<file path="src/rtl/fft_pkg.sv">
// ---------------------------------------------------------------------------
// fft_pkg
// Shared definitions for the FFT frame loader: sequencer state encoding,
// default sample width / frame depth, frame counter width, and a small
// constant helper used to size shared counters.
// ---------------------------------------------------------------------------
package fft_pkg;

    typedef enum logic [1:0] {
        IDLE  = 2'd0,
        DELAY = 2'd1,
        LOAD  = 2'd2,
        WAIT  = 2'd3
    } loader_state_t;

    localparam int DEF_DATA_W   = 16;
    localparam int DEF_N_POINTS = 16;
    localparam int FRAME_CNT_W  = 16;

    function automatic int max_int(input int a, input int b);
        return (a > b) ? a : b;
    endfunction

endpackage

</file>
<file path="src/rtl/fft_frame_loader.sv">
// ---------------------------------------------------------------------------
// fft_frame_loader
// Streams one frame of N_POINTS samples from a combinational sample source
// into the fft core, waits for the core's completion pulse, then stops or
// re-arms (continuous mode). Provides start/abort control, a completion
// timeout and a wrapping frame counter.
//
// Ports:
//   clk, rst_n          clock, asynchronous active-low reset
//   start               one-cycle arm pulse, honoured only in IDLE
//   continuous          level; re-arm after each completed frame
//   abort               synchronous return to IDLE from any state
//   src_addr/src_data   sample source address out, sample in (same cycle)
//   fft_insert          core insert strobe, high for N_POINTS cycles
//   fft_addr/fft_data   core address (= src_addr) and data (= src_data)
//   fft_finish          completion pulse from the core (accepted in WAIT)
//   frame_done          one-cycle pulse per accepted completion
//   busy                high whenever not IDLE
//   timeout             sticky; set when WAIT expires, cleared by start
//   frame_count         accepted frames, wraps modulo 2^16
// ---------------------------------------------------------------------------
module fft_frame_loader
    import fft_pkg::*;
#(
    parameter int DATA_W      = DEF_DATA_W,
    parameter int N_POINTS    = DEF_N_POINTS,
    parameter int ADDR_W      = $clog2(N_POINTS),
    parameter int START_DELAY = 4,
    parameter int TIMEOUT_CYC = 4096,
    // Reset value of frame_count; normally zero. A value near the top of
    // the range makes the wrap reachable without running 65k frames.
    parameter logic [FRAME_CNT_W-1:0] COUNT_INIT = '0
) (
    input  logic                   clk,
    input  logic                   rst_n,
    input  logic                   start,
    input  logic                   continuous,
    input  logic                   abort,
    output logic [ADDR_W-1:0]      src_addr,
    input  logic [DATA_W-1:0]      src_data,
    output logic                   fft_insert,
    output logic [ADDR_W-1:0]      fft_addr,
    output logic [DATA_W-1:0]      fft_data,
    input  logic                   fft_finish,
    output logic                   frame_done,
    output logic                   busy,
    output logic                   timeout,
    output logic [FRAME_CNT_W-1:0] frame_count
);

    // One counter serves both the start delay (DELAY) and the completion
    // timeout (WAIT); the two phases never overlap.
    localparam int CNT_W = $clog2(max_int(START_DELAY, TIMEOUT_CYC) + 1);

    localparam logic [CNT_W-1:0]  DELAY_LAST   = CNT_W'(START_DELAY - 1);
    localparam logic [CNT_W-1:0]  TIMEOUT_LAST = CNT_W'(TIMEOUT_CYC - 1);
    localparam logic [ADDR_W-1:0] ADDR_LAST    = ADDR_W'(N_POINTS - 1);

    loader_state_t          state_reg,   state_next;
    logic [CNT_W-1:0]       cnt_reg,     cnt_next;
    logic [ADDR_W-1:0]      addr_reg,    addr_next;
    logic                   insert_reg,  insert_next;
    logic                   done_reg,    done_next;
    logic                   timeout_reg, timeout_next;
    logic [FRAME_CNT_W-1:0] count_reg,   count_next;

    // -----------------------------------------------------------------------
    // State and output registers
    // -----------------------------------------------------------------------
    always_ff @(posedge clk or negedge rst_n) begin
        if (!rst_n) begin
            state_reg   <= IDLE;
            cnt_reg     <= '0;
            addr_reg    <= '0;
            insert_reg  <= 1'b0;
            done_reg    <= 1'b0;
            timeout_reg <= 1'b0;
            count_reg   <= COUNT_INIT;
        end else begin
            state_reg   <= state_next;
            cnt_reg     <= cnt_next;
            addr_reg    <= addr_next;
            insert_reg  <= insert_next;
            done_reg    <= done_next;
            timeout_reg <= timeout_next;
            count_reg   <= count_next;
        end
    end

    // -----------------------------------------------------------------------
    // Next-state and next-output logic
    // -----------------------------------------------------------------------
    always_comb begin
        state_next   = state_reg;
        cnt_next     = cnt_reg;
        addr_next    = addr_reg;
        done_next    = 1'b0;
        timeout_next = timeout_reg;
        count_next   = count_reg;

        if (abort) begin
            // Abort beats everything, including a simultaneous start or
            // finish; counters clear but frame_count/timeout are kept.
            state_next = IDLE;
            cnt_next   = '0;
            addr_next  = '0;
        end else begin
            unique case (state_reg)
                IDLE: begin
                    if (start) begin
                        state_next   = DELAY;
                        cnt_next     = '0;
                        timeout_next = 1'b0;
                    end
                end

                DELAY: begin
                    if (cnt_reg == DELAY_LAST) begin
                        state_next = LOAD;
                        cnt_next   = '0;
                    end else begin
                        cnt_next = cnt_reg + CNT_W'(1);
                    end
                end

                LOAD: begin
                    // N_POINTS is a power of two, so the natural wrap of
                    // the address register lands on 0 exactly as the
                    // frame ends and WAIT begins.
                    addr_next = addr_reg + ADDR_W'(1);
                    if (addr_reg == ADDR_LAST) begin
                        state_next = WAIT;
                        cnt_next   = '0;
                    end
                end

                WAIT: begin
                    if (fft_finish) begin
                        done_next  = 1'b1;
                        count_next = count_reg + FRAME_CNT_W'(1);
                        cnt_next   = '0;
                        state_next = continuous ? DELAY : IDLE;
                    end else if (cnt_reg == TIMEOUT_LAST) begin
                        // Give up on the core; never auto re-arm here.
                        timeout_next = 1'b1;
                        cnt_next     = '0;
                        state_next   = IDLE;
                    end else begin
                        cnt_next = cnt_reg + CNT_W'(1);
                    end
                end

                default: begin
                    state_next = IDLE;
                    cnt_next   = '0;
                    addr_next  = '0;
                end
            endcase
        end

        // Registered strobe: high exactly while the sequencer is in LOAD.
        insert_next = (state_next == LOAD);
    end

    // -----------------------------------------------------------------------
    // Outputs
    // -----------------------------------------------------------------------
    assign src_addr    = addr_reg;
    assign fft_addr    = addr_reg;
    assign fft_data    = src_data;
    assign fft_insert  = insert_reg;
    assign frame_done  = done_reg;
    assign busy        = (state_reg != IDLE);
    assign timeout     = timeout_reg;
    assign frame_count = count_reg;

endmodule

</file>
<file path="config.mk">
export PLATFORM = sky130hd
export DESIGN_NAME = fft_frame_loader
export DESIGN_NICKNAME = d
export VERILOG_FILES = /design/src/rtl/fft_pkg.sv /design/src/rtl/fft_frame_loader.sv
export SDC_FILE = /design/constraint.sdc
export NUM_CORES = 1
export LEC_CHECK = 0
export CAP_MARGIN = 5
export CORE_ASPECT_RATIO = 1.5
export CORE_MARGIN = 2
export CORE_UTILIZATION = 30
export DETAILED_ROUTE_END_ITERATION = 8
export PLACE_DENSITY_LB_ADDON = 0.25
export RECOVER_POWER = 100
export SYNTH_ARGS = -nofsm -noshare
export SYNTH_HDL_FRONTEND = slang
export SYNTH_SLANG_ARGS = --single-unit
</file>
<file path="constraint.sdc">
create_clock -name clk -period 2.4 [get_ports clk]
set_input_delay 0.48 -clock clk [delete_from_list [all_inputs] [get_ports clk]]
set_output_delay 0.48 -clock clk [all_outputs]
set_load 0.1 [all_outputs]
</file>
## Word-level counts from Yosys, hierarchy flattened

Index checks and enable logic that the tools add are counted.

- Register bits: 38
- Output and inout bits: 44
- Word-level logic and storage cells: 54

- Add/subtract/negate cells: 3
- Equality and inequality tests: 12
- Mux-type cells: 24
- Bitwise gates (word level): 1
- Reduce and logical (&&, ||, !) cells: 7

Operator list:

| kind | count |
|---|---|
| 13-bit 2-to-1 mux | 6 |
| 13-bit one-hot mux with 4 select lines | 1 |
| 16-bit by 1-bit adder with 16-bit output, second input constant | 1 |
| 13-bit by 1-bit adder with 13-bit output, second input constant | 1 |
| 13-bit by 12-bit == test with 1-bit output, second input constant | 1 |
| 13-bit by 2-bit == test with 1-bit output, second input constant | 1 |
| 2-bit 2-to-1 mux | 6 |
| 4-bit 2-to-1 mux | 2 |
| 2-bit one-hot mux with 4 select lines | 1 |
| 1-bit 2-to-1 mux | 7 |
| 2-bit == test, second input constant | 3 |
| 2-bit inequality test, second input constant | 3 |
| 3-bit inequality test, second input constant | 2 |
| 2-bit nonzero test | 3 |
| 5-bit AND reduction | 1 |
| 4-bit by 1-bit adder with 4-bit output, second input constant | 1 |
| 4-bit == test, second input constant | 1 |
| 3-bit AND reduction | 1 |
| 2-bit by 1-bit == test with 1-bit output, second input constant | 1 |
| 2-bit logical NOT | 1 |
| 1-bit one-hot mux with 2 select lines | 1 |
| 2-bit AND reduction | 1 |
| 1-bit NOT | 1 |

## Longest topological paths before layout

Gate-level depths: netlist of the first run.

- Depth in word-level cells: 6
- Depth in mapped cells: 8
- Mapped depth without buffers: 6

## Worst setup path before layout of the first run

Ideal clock, no wire load.

- Path kind: reg-to-reg
- Start: reg addr_reg[0] (netlist: fft_addr[0])
- End: reg cnt_reg[10]
- Setup time: 0.104 ns
- Arrival time: 2.252 ns
- Required time: 2.296 ns
- Path slack: 0.044 ns
- Cell stages (with the launch flop): 6
- Buffers on the path: 0
- Path through: dfrtp_1 > ha_1 > a21boi_1 > o31ai_2 > o21ai_2 > o311ai_1

- Word-level cells in the longest chain between the ends: 3

RTL lines:

| what | RTL line | source |
|---|---|---|
| start, declared | fft_frame_loader.sv:61 | `logic [ADDR_W-1:0] addr_reg, addr_next;` |
| start signal, assigned | fft_frame_loader.sv:82 | `addr_reg <= addr_next;` |
| 4-bit == test | fft_frame_loader.sv:131 | `if (addr_reg == ADDR_LAST) begin` |
| 3-bit inequality test (no source line) | n/a |  |
| 2-bit AND reduction (no source line) | n/a |  |
| end signal, assigned | fft_frame_loader.sv:81 | `cnt_reg <= cnt_next;` |
| end, declared | fft_frame_loader.sv:60 | `logic [CNT_W-1:0] cnt_reg, cnt_next;` |

Every way passes these cells.
A chain may end at the register's enable or synchronous reset.

## Worst setup path after layout of the first run

- Start: reg state_reg[1]
- End: reg cnt_reg[9]

- Word-level cells in the longest chain between the ends: 3

RTL lines:

| what | RTL line | source |
|---|---|---|
| start, declared | fft_frame_loader.sv:59 | `loader_state_t state_reg, state_next;` |
| start signal, assigned | fft_frame_loader.sv:80 | `state_reg <= state_next;` |
| 2-bit == test, or another cell as far along | fft_frame_loader.sv:108 | `unique case (state_reg)` |
| 13-bit one-hot mux with 4 select lines / 3-bit inequality test (equally long branches) | n/a |  |
| 13-bit 2-to-1 mux / 2-bit AND reduction (equally long branches) | n/a |  |

Several ways; a longest one is shown, not always the timed one.

==> results by group, run 1 <==
Synth
  • Most frequent cell after synthesis: dfrtp_1
  • Cell taking the most area after synthesis: dfrtp_1
  • Syn Area/Cell: just under 10 µm²
  • Seq/Total Area, Yosys: 42.0%
  • Commonest register cell after synthesis: dfrtp_1
  • Share of the synthesized area in the top cell type: approximately two fifths
  • YS warnings: 0
  • Post-synthesis cell area: roughly 2300 µm²
  • Synth cell count leaders: 38 x dfrtp_1, 27 x nand2_1, 20 x buf_4
  • Top cells by area, synth: dfrtp_1 42%, buf_4 6.6%, o211ai_1 5.3%
  • Distinct cells, synth: 50
  • Synthesized instance count: 233
  • Number of synthesized flops with an enable pin: 0
  • Fraction of registers with async set/reset: 100%
  • Flops & latches, synth: 38
  • Net Count, Synth: roughly 260

Placed design
  • Dpl cells: between 300 and 400
  • GPL Wtd Cong: 0.789
  • PortBufs: 33
  • Detailed Place HPWL: ~3.8 mm

GRT
  • GR Util All Layers: between 10 and 15%
  • GRT Residual Overflow: 0
  • Initial antenna violation count: 0
  • First-pass GRT wire length: 8.94 mm
  • Vias in the first global route: between 1500 and 2000
  • Largest net degree at the start of global routing: 17

Cells and area
  • Nets@finish: around 290
  • Layout cell share with drive strength beyond 1: between 10% and 20%
  • Area grow syn2layout: 11.0%
  • Fillers: a little under 800
  • Post-Layout Cell Count: around 360
  • Multi-input logic area: 1080 µm²
  • Max reg flops: 16
  • Sequential Area: between 900 and 1000 µm²
  • N_diodes: 0
  • Final Util: between 30% and 40%

Pwr
  • Combinational share of power: 11.0%
  • Sw frac: about 28%
  • Part of the power in registers: 50.9%
  • Worst vdd ir: slightly below 300 µV
  • Int Pwr: between 0.9 and 1 mW
  • Leak: ~1.1 nW
  • Clock share of power: a little under two fifths
  • Pwr per Cell Area: roughly 510 nW/µm²
  • Switch Pwr: roughly 0.36 mW

Setup path
  • Crit path cell chain: inv_1 -> ha_1 -> nor2b_1 -> clkbuf_1 -> o31ai_1 -> o21ai_2 -> o311ai_0
  • Worst path required time: roughly 2.6 ns
  • Crit path kind: flip-flop to flip-flop
  • Worst-path maximum fanout: 8
  • Worst r2r path cells: 7
  • Worst stage delay on the critical path: 0.41 ns
  • CP Launch Type: flip-flop
  • Crit. End Element: flip-flop
  • CP arrival: approximately 2.4 ns
  • Slowest-stage cell, CP: dfrtp_1

STA
  • Final setup vio count: 0
  • Setup Skew: slightly below 0.006 ns
  • Crit share post-route: approximately 90%
  • Rel. slew slack: between 20% and 30%
  • Setup_tns: 0 ns
  • Setup repair after global routing missed its margin: false
  • Actual slew at the worst max-slew pin: between 1 and 1.5 ns
  • Max Clock Freq: 462 MHz
  • Final worst path period need: between 2 and 2.5 ns
  • Final hold violation count: 0
  • Slew Viols, Final: 0

Clock tree
  • Post-CTS sizing: 0
  • Clk_lat worst skew: about 0.30 ns
  • Num Clock Sinks: 38
  • CTS Buf Count: 5
  • Clock slew at reported path FFs: roughly 0.080 ns
  • Clk buf depth: 2
  • TritonCTS clock tree: yes
  • Clk root buf: clkbuf_8
  • Setup bufs post-CTS: 0
  • Post-CTS Hold Fix Bufs: 0
  • H-Tree Depth: 2

Floorplan
  • Die Ht: 110 µm
  • Placement row count: 38
  • Initial core utilization: a little under a third
  • Die X: 74.9 µm
  • Die Area: 8270 µm²
  • IO Pins: 66
  • Core Area: around 7300 µm²

Detailed routing
  • Vias per inst: approximately 5
  • DRC: 0
  • Drt first pass iters: 4
  • ANT nets after route: 0
  • DR WL/cell: about 14 µm
  • Initial DRC count: between 80 and 90
  • Routed wire length: approximately 5.1 mm
  • Vias post-DR: ~1800

Status
  • Status: finished, final reports clean

Flow run
  • Max Cap Viol: 0

Hold path
  • Hold WC Path Type: input port to asynchronous set/reset pin
[metrics by stage]
step                power (mW)  setup slack, ns  hold slack [ns]  area, µm²
global route              1.34           0.0590            0.367       2510
detailed placement       0.827            0.169            0.432       2540
finish                    1.28            0.235            0.284       2510
CTS                       1.32            0.365           0.0972       2640
global placement         0.828            0.210            0.429       2540
floorplan                0.884           0.0445            0.184       2260
[logic make-up after synthesis]
group / Yosys count / synth area share [%]
XOR/XNOR: 18 / 6.96
AO/OA/AOI/OAI: 42 / 15.2
multiplexers: 1 / 0.442
adder cells (fa/ha/maj): 7 / 3.87
buffers and inverters: 36 / 9.78
AND/OR/NAND/NOR: 91 / 21.7
flip-flops: 38 / 42.0
[power groups by stage]
stage / logic, mW / clock network (mW) / registers (mW)
after CTS: 0.164 / 0.503 / 0.651
final: 0.140 / 0.487 / 0.651
after floorplan: 0.221 / 0 / 0.663
after global placement: 0.164 / 0 / 0.663
after detailed placement: 0.163 / 0 / 0.664
after global routing: 0.157 / 0.529 / 0.652
[metal layers]
metal	vias up	track usage [%]	part of all wire (%)
li1	877	-	-
met5	-	0	0
met2	38	22.1	51
met4	0	6.67	3.1
met3	15	3.47	4.8
met1	856	16.9	41
[layout by cell type (no fill, tap or decap), types with 4 or more instances in the layout]
cell type,netlist,routed
and4_1,5,5
buf_4,20,4
clkbuf_1,3,15
clkbuf_2,0,20
clkbuf_8,0,6
dfrtp_1,38,38
ha_1,7,7
inv_1,9,9
nand2_1,27,27
nand3_1,9,9
nand4_1,7,7
nor2_1,13,13
nor3_1,6,6
nor4_1,4,4
o211ai_1,16,16
xnor2_1,8,8
xor2_1,10,10
[critical path, delay by kind of cell (launching register included)]
kind | cells | cell delay (ns)
fa+ha+maj | 1 | 0.24
flops | 1 | 0.41
buf+inv | 2 | 0.25
compound gates | 3 | 0.98
simple gates | 1 | 0.18
[path summary, 6_finish.rpt]
kind	from	endpoint	slack [ns]
worst max-delay path	state_reg[1]	cnt_reg[9]	0.23
worst min-delay path	rst_n	cnt_reg[4]	0.28
worst max register to register	state_reg[1]	cnt_reg[9]	0.23
worst min register to register	frame_count[15]	frame_count[15]	0.47
max in group asynchronous	rst_n	frame_count[7]	0.95
min in group clk	frame_count[15]	frame_count[15]	0.47
[final cells by class]
type | count | area share [%]
clock buffer | 6 | 3.28
clock inverter | 2 | 0.498
inverter | 9 | 1.34
multi-input combinational | 159 | 43.1
sequential | 38 | 37.8
tap | 100 | 4.98
timing repair buffer | 43 | 9.00
Power figures use the tool's default switching activity.
==> run 2: changes to the inputs <==
--- a/config.mk
+++ b/config.mk
@@ -7,10 +7,11 @@
 export LEC_CHECK = 0
 export CAP_MARGIN = 5
 export CORE_ASPECT_RATIO = 1.5
-export CORE_MARGIN = 2
+export CORE_MARGIN = 5
 export CORE_UTILIZATION = 30
 export DETAILED_ROUTE_END_ITERATION = 8
-export PLACE_DENSITY_LB_ADDON = 0.25
+export GPL_ROUTABILITY_DRIVEN = 0
+export PLACE_DENSITY = 0.57
 export RECOVER_POWER = 100
 export SYNTH_ARGS = -nofsm -noshare
 export SYNTH_HDL_FRONTEND = slang
==> run 2 against run 1 <==
Critical path depth shrank 1. Clock skew shrank 0.0014 ns. Count of clock-buffer cells in the layout is the same. First-iteration DRC count shrank 40%. Cell count shrank 0.56%. Utilization shrank 0.41 points. Global-route usage shrank 2.5 points. Sequential power is essentially flat. Routed wire length shrank 4.5%. Clock power shrank 5.1%. Flip-flop and latch count is the same. Setup slack gained 0.017 ns. Critical endpoint is now cnt_reg[2]. Largest cell class unchanged. Largest power group unchanged. Highest routed layer unchanged.
==> results by group, run 2 (synthesized netlist as in run 1, its figures left out) <==
Status
  • Status: finished, final reports clean

Cells and area
  • Layout cell share with drive strength beyond 1: 17.6%
  • Nets@finish: ~280
  • Area grow syn2layout: 10.4%
  • Most frequent cells in the layout: 38 x dfrtp_1, 27 x nand2_1, 21 x clkbuf_2
  • Fillers: ~800
  • Final Util: 34.2%
  • Max reg flops: 16
  • Most common cell after layout, fill and taps aside: dfrtp_1
  • N_diodes: 0

GRT
  • Largest net degree at the start of global routing: 39
  • Initial antenna violation count: 0
  • GR Util All Layers: between 10% and 20%
  • First-pass GRT wire length: 8.33 mm
  • Vias in the first global route: about 1800
  • GRT Residual Overflow: 0

Detailed routing
  • Initial DRC count: between 40 and 50
  • ANT nets after route: 0
  • DR WL/cell: ~14 µm
  • Drt first pass iters: 4
  • Vias per inst: roughly 5.0
  • DRC: 0
  • Routed wire length: between 4 and 5 mm
  • Vias post-DR: roughly 1800

Setup path
  • CP Launch Type: flip-flop
  • Critical path's top delay family: compound AO/OA/AOI/OAI gates
  • Worst reg2reg path endpoint: cnt_reg[2]
  • Reg2reg start: state_reg[0]
  • Slowest-stage cell, CP: o31ai_1
  • CP arrival: roughly 2.3 ns
  • Worst r2r path cells: 6
  • Worst stage delay on the critical path: 0.43 ns
  • Crit path buffers/inverters: 1
  • Crit. End Element: flip-flop
  • Worst R2R Setup Slack: 0.25 ns
  • Worst path required time: 2.58 ns
  • Worst-path maximum fanout: 10
  • Crit path kind: flip-flop to flip-flop
  • Crit path cell chain: inv_1 -> ha_1 -> a21boi_1 -> o31ai_1 -> o21ai_2 -> o311ai_0

Clock tree
  • Clk root buf: clkbuf_8
  • Clk_lat worst skew: ~0.30 ns
  • Num Clock Sinks: 38
  • CTS Buf Count: 5
  • Post-CTS sizing: 0
  • Post-CTS Hold Fix Bufs: 0
  • Clk buf depth: 2
  • TritonCTS clock tree: yes
  • Setup bufs post-CTS: 0
  • Clock slew at reported path FFs: 0.08 ns
  • H-Tree Depth: 2

STA
  • Slew Viols, Final: 0
  • Setup repair after global routing missed its margin: false
  • Setup_tns: 0 ns
  • Final setup margin: approximately 0.25 ns
  • Setup Skew: roughly 0.0043 ns
  • Final worst path period need: 2.15 ns
  • Rel. slew slack: between 20 and 25%
  • Final setup vio count: 0
  • Max Clock Freq: about 470 MHz
  • Crit share post-route: between 80% and 90%
  • Actual slew at the worst max-slew pin: approximately 1.2 ns
  • Final hold violation count: 0

Pwr
  • Switch Pwr: 0.334 mW
  • Part of the power in registers: a little over half
  • Sw frac: about a quarter
  • Pwr per Cell Area: between 500 and 600 nW/µm²
  • Int Pwr: 0.920 mW
  • Worst vdd ir: between 300 and 400 µV
  • Combinational share of power: roughly 11%
  • Leak: 1.12 nW
  • Clock share of power: 36.8%

Floorplan
  • Core Area: roughly 7300 µm²
  • Die Area: between 9000 and 10000 µm²
  • Placement row count: 38
  • Die Ht: between 100 and 150 µm
  • IO Pins: 66
  • Die X: between 80 and 90 µm
  • Initial core utilization: between 30% and 40%

Placed design
  • Setup Slack @ Placement: ~0.12 ns
  • Detailed Place HPWL: roughly 3.7 mm
  • PortBufs: 33

Hold path
  • Hold WC Path Type: input port to asynchronous set/reset pin

Flow run
  • Max Cap Viol: 0
[run 2: cell count changes in the layout (fill, tap and decap cells not counted), sizes merged]
cell    delta
buf        +2
clkbuf     -4
[run 2: worst max path at each step]
stage | endpoint | slack (ns) | start | depth (start not counted)
floorplan | cnt_reg[10] | 0.04 | fft_addr[0] | 5
global placement | cnt_reg[10] | 0.17 | abort | 5
detailed placement | cnt_reg[10] | 0.12 | abort | 5
CTS | fft_insert | 0.26 | state_reg[0] | 6
global route | cnt_reg[2] | 0.07 | state_reg[0] | 6
finish | cnt_reg[2] | 0.25 | state_reg[0] | 6
[run 2: final cells by class]
cell class | count | area (µm²) | share of cell area [%]
Inverter | 9 | 33.8 | 1.35
Tap cell | 100 | 125 | 5.00
Multi-Input combinational cell | 159 | 1070 | 42.7
Timing Repair Buffer | 41 | 228 | 9.10
Sequential cell | 38 | 951 | 38.0
Clock buffer | 6 | 82.6 | 3.30
Clock inverter | 2 | 12.5 | 0.500
[run 2: power groups by stage]
stage                     registers [mW]  logic [mW]  clock network, mW
final                              0.652       0.140              0.462
after global placement             0.664       0.156                  0
after floorplan                    0.663       0.221                  0
after CTS                          0.651       0.157              0.481
after detailed placement           0.664       0.156                  0
after global routing               0.652       0.157              0.510
[run 2: worst register-to-register path, delay by kind of cell (launching register included)]
| kind | cells | cell delay (ns) |
|---|---|---|
| adders and majority gates | 1 | 0.33 |
| DFF | 1 | 0.39 |
| buffers and inverters | 1 | 0.09 |
| AOI/OAI and AO/OA | 4 | 1.23 |
[run 2: stage by stage]
step / hold WS, ns / total power, mW / instances / area (µm²)
floorplan: 0.184 / 0.884 / 233 / 2260
global placement: 0.469 / 0.820 / 347 / 2530
detailed placement: 0.471 / 0.820 / 347 / 2530
CTS: 0.329 / 1.29 / 355 / 2630
global route: 0.412 / 1.32 / 355 / 2500
finish: 0.319 / 1.25 / 355 / 2500
[run 2: layer usage]
| layer | routed length, µm | global-route usage, % | vias to the layer above |
|---|---|---|---|
| li1 | - | - | 869 |
| met1 | 1910 | 12.2 | 868 |
| met2 | 2600 | 20.0 | 28 |
| met3 | 181 | 2.78 | 11 |
| met4 | 143 | 6.31 | 0 |
| met5 | 0 | 0 | - |
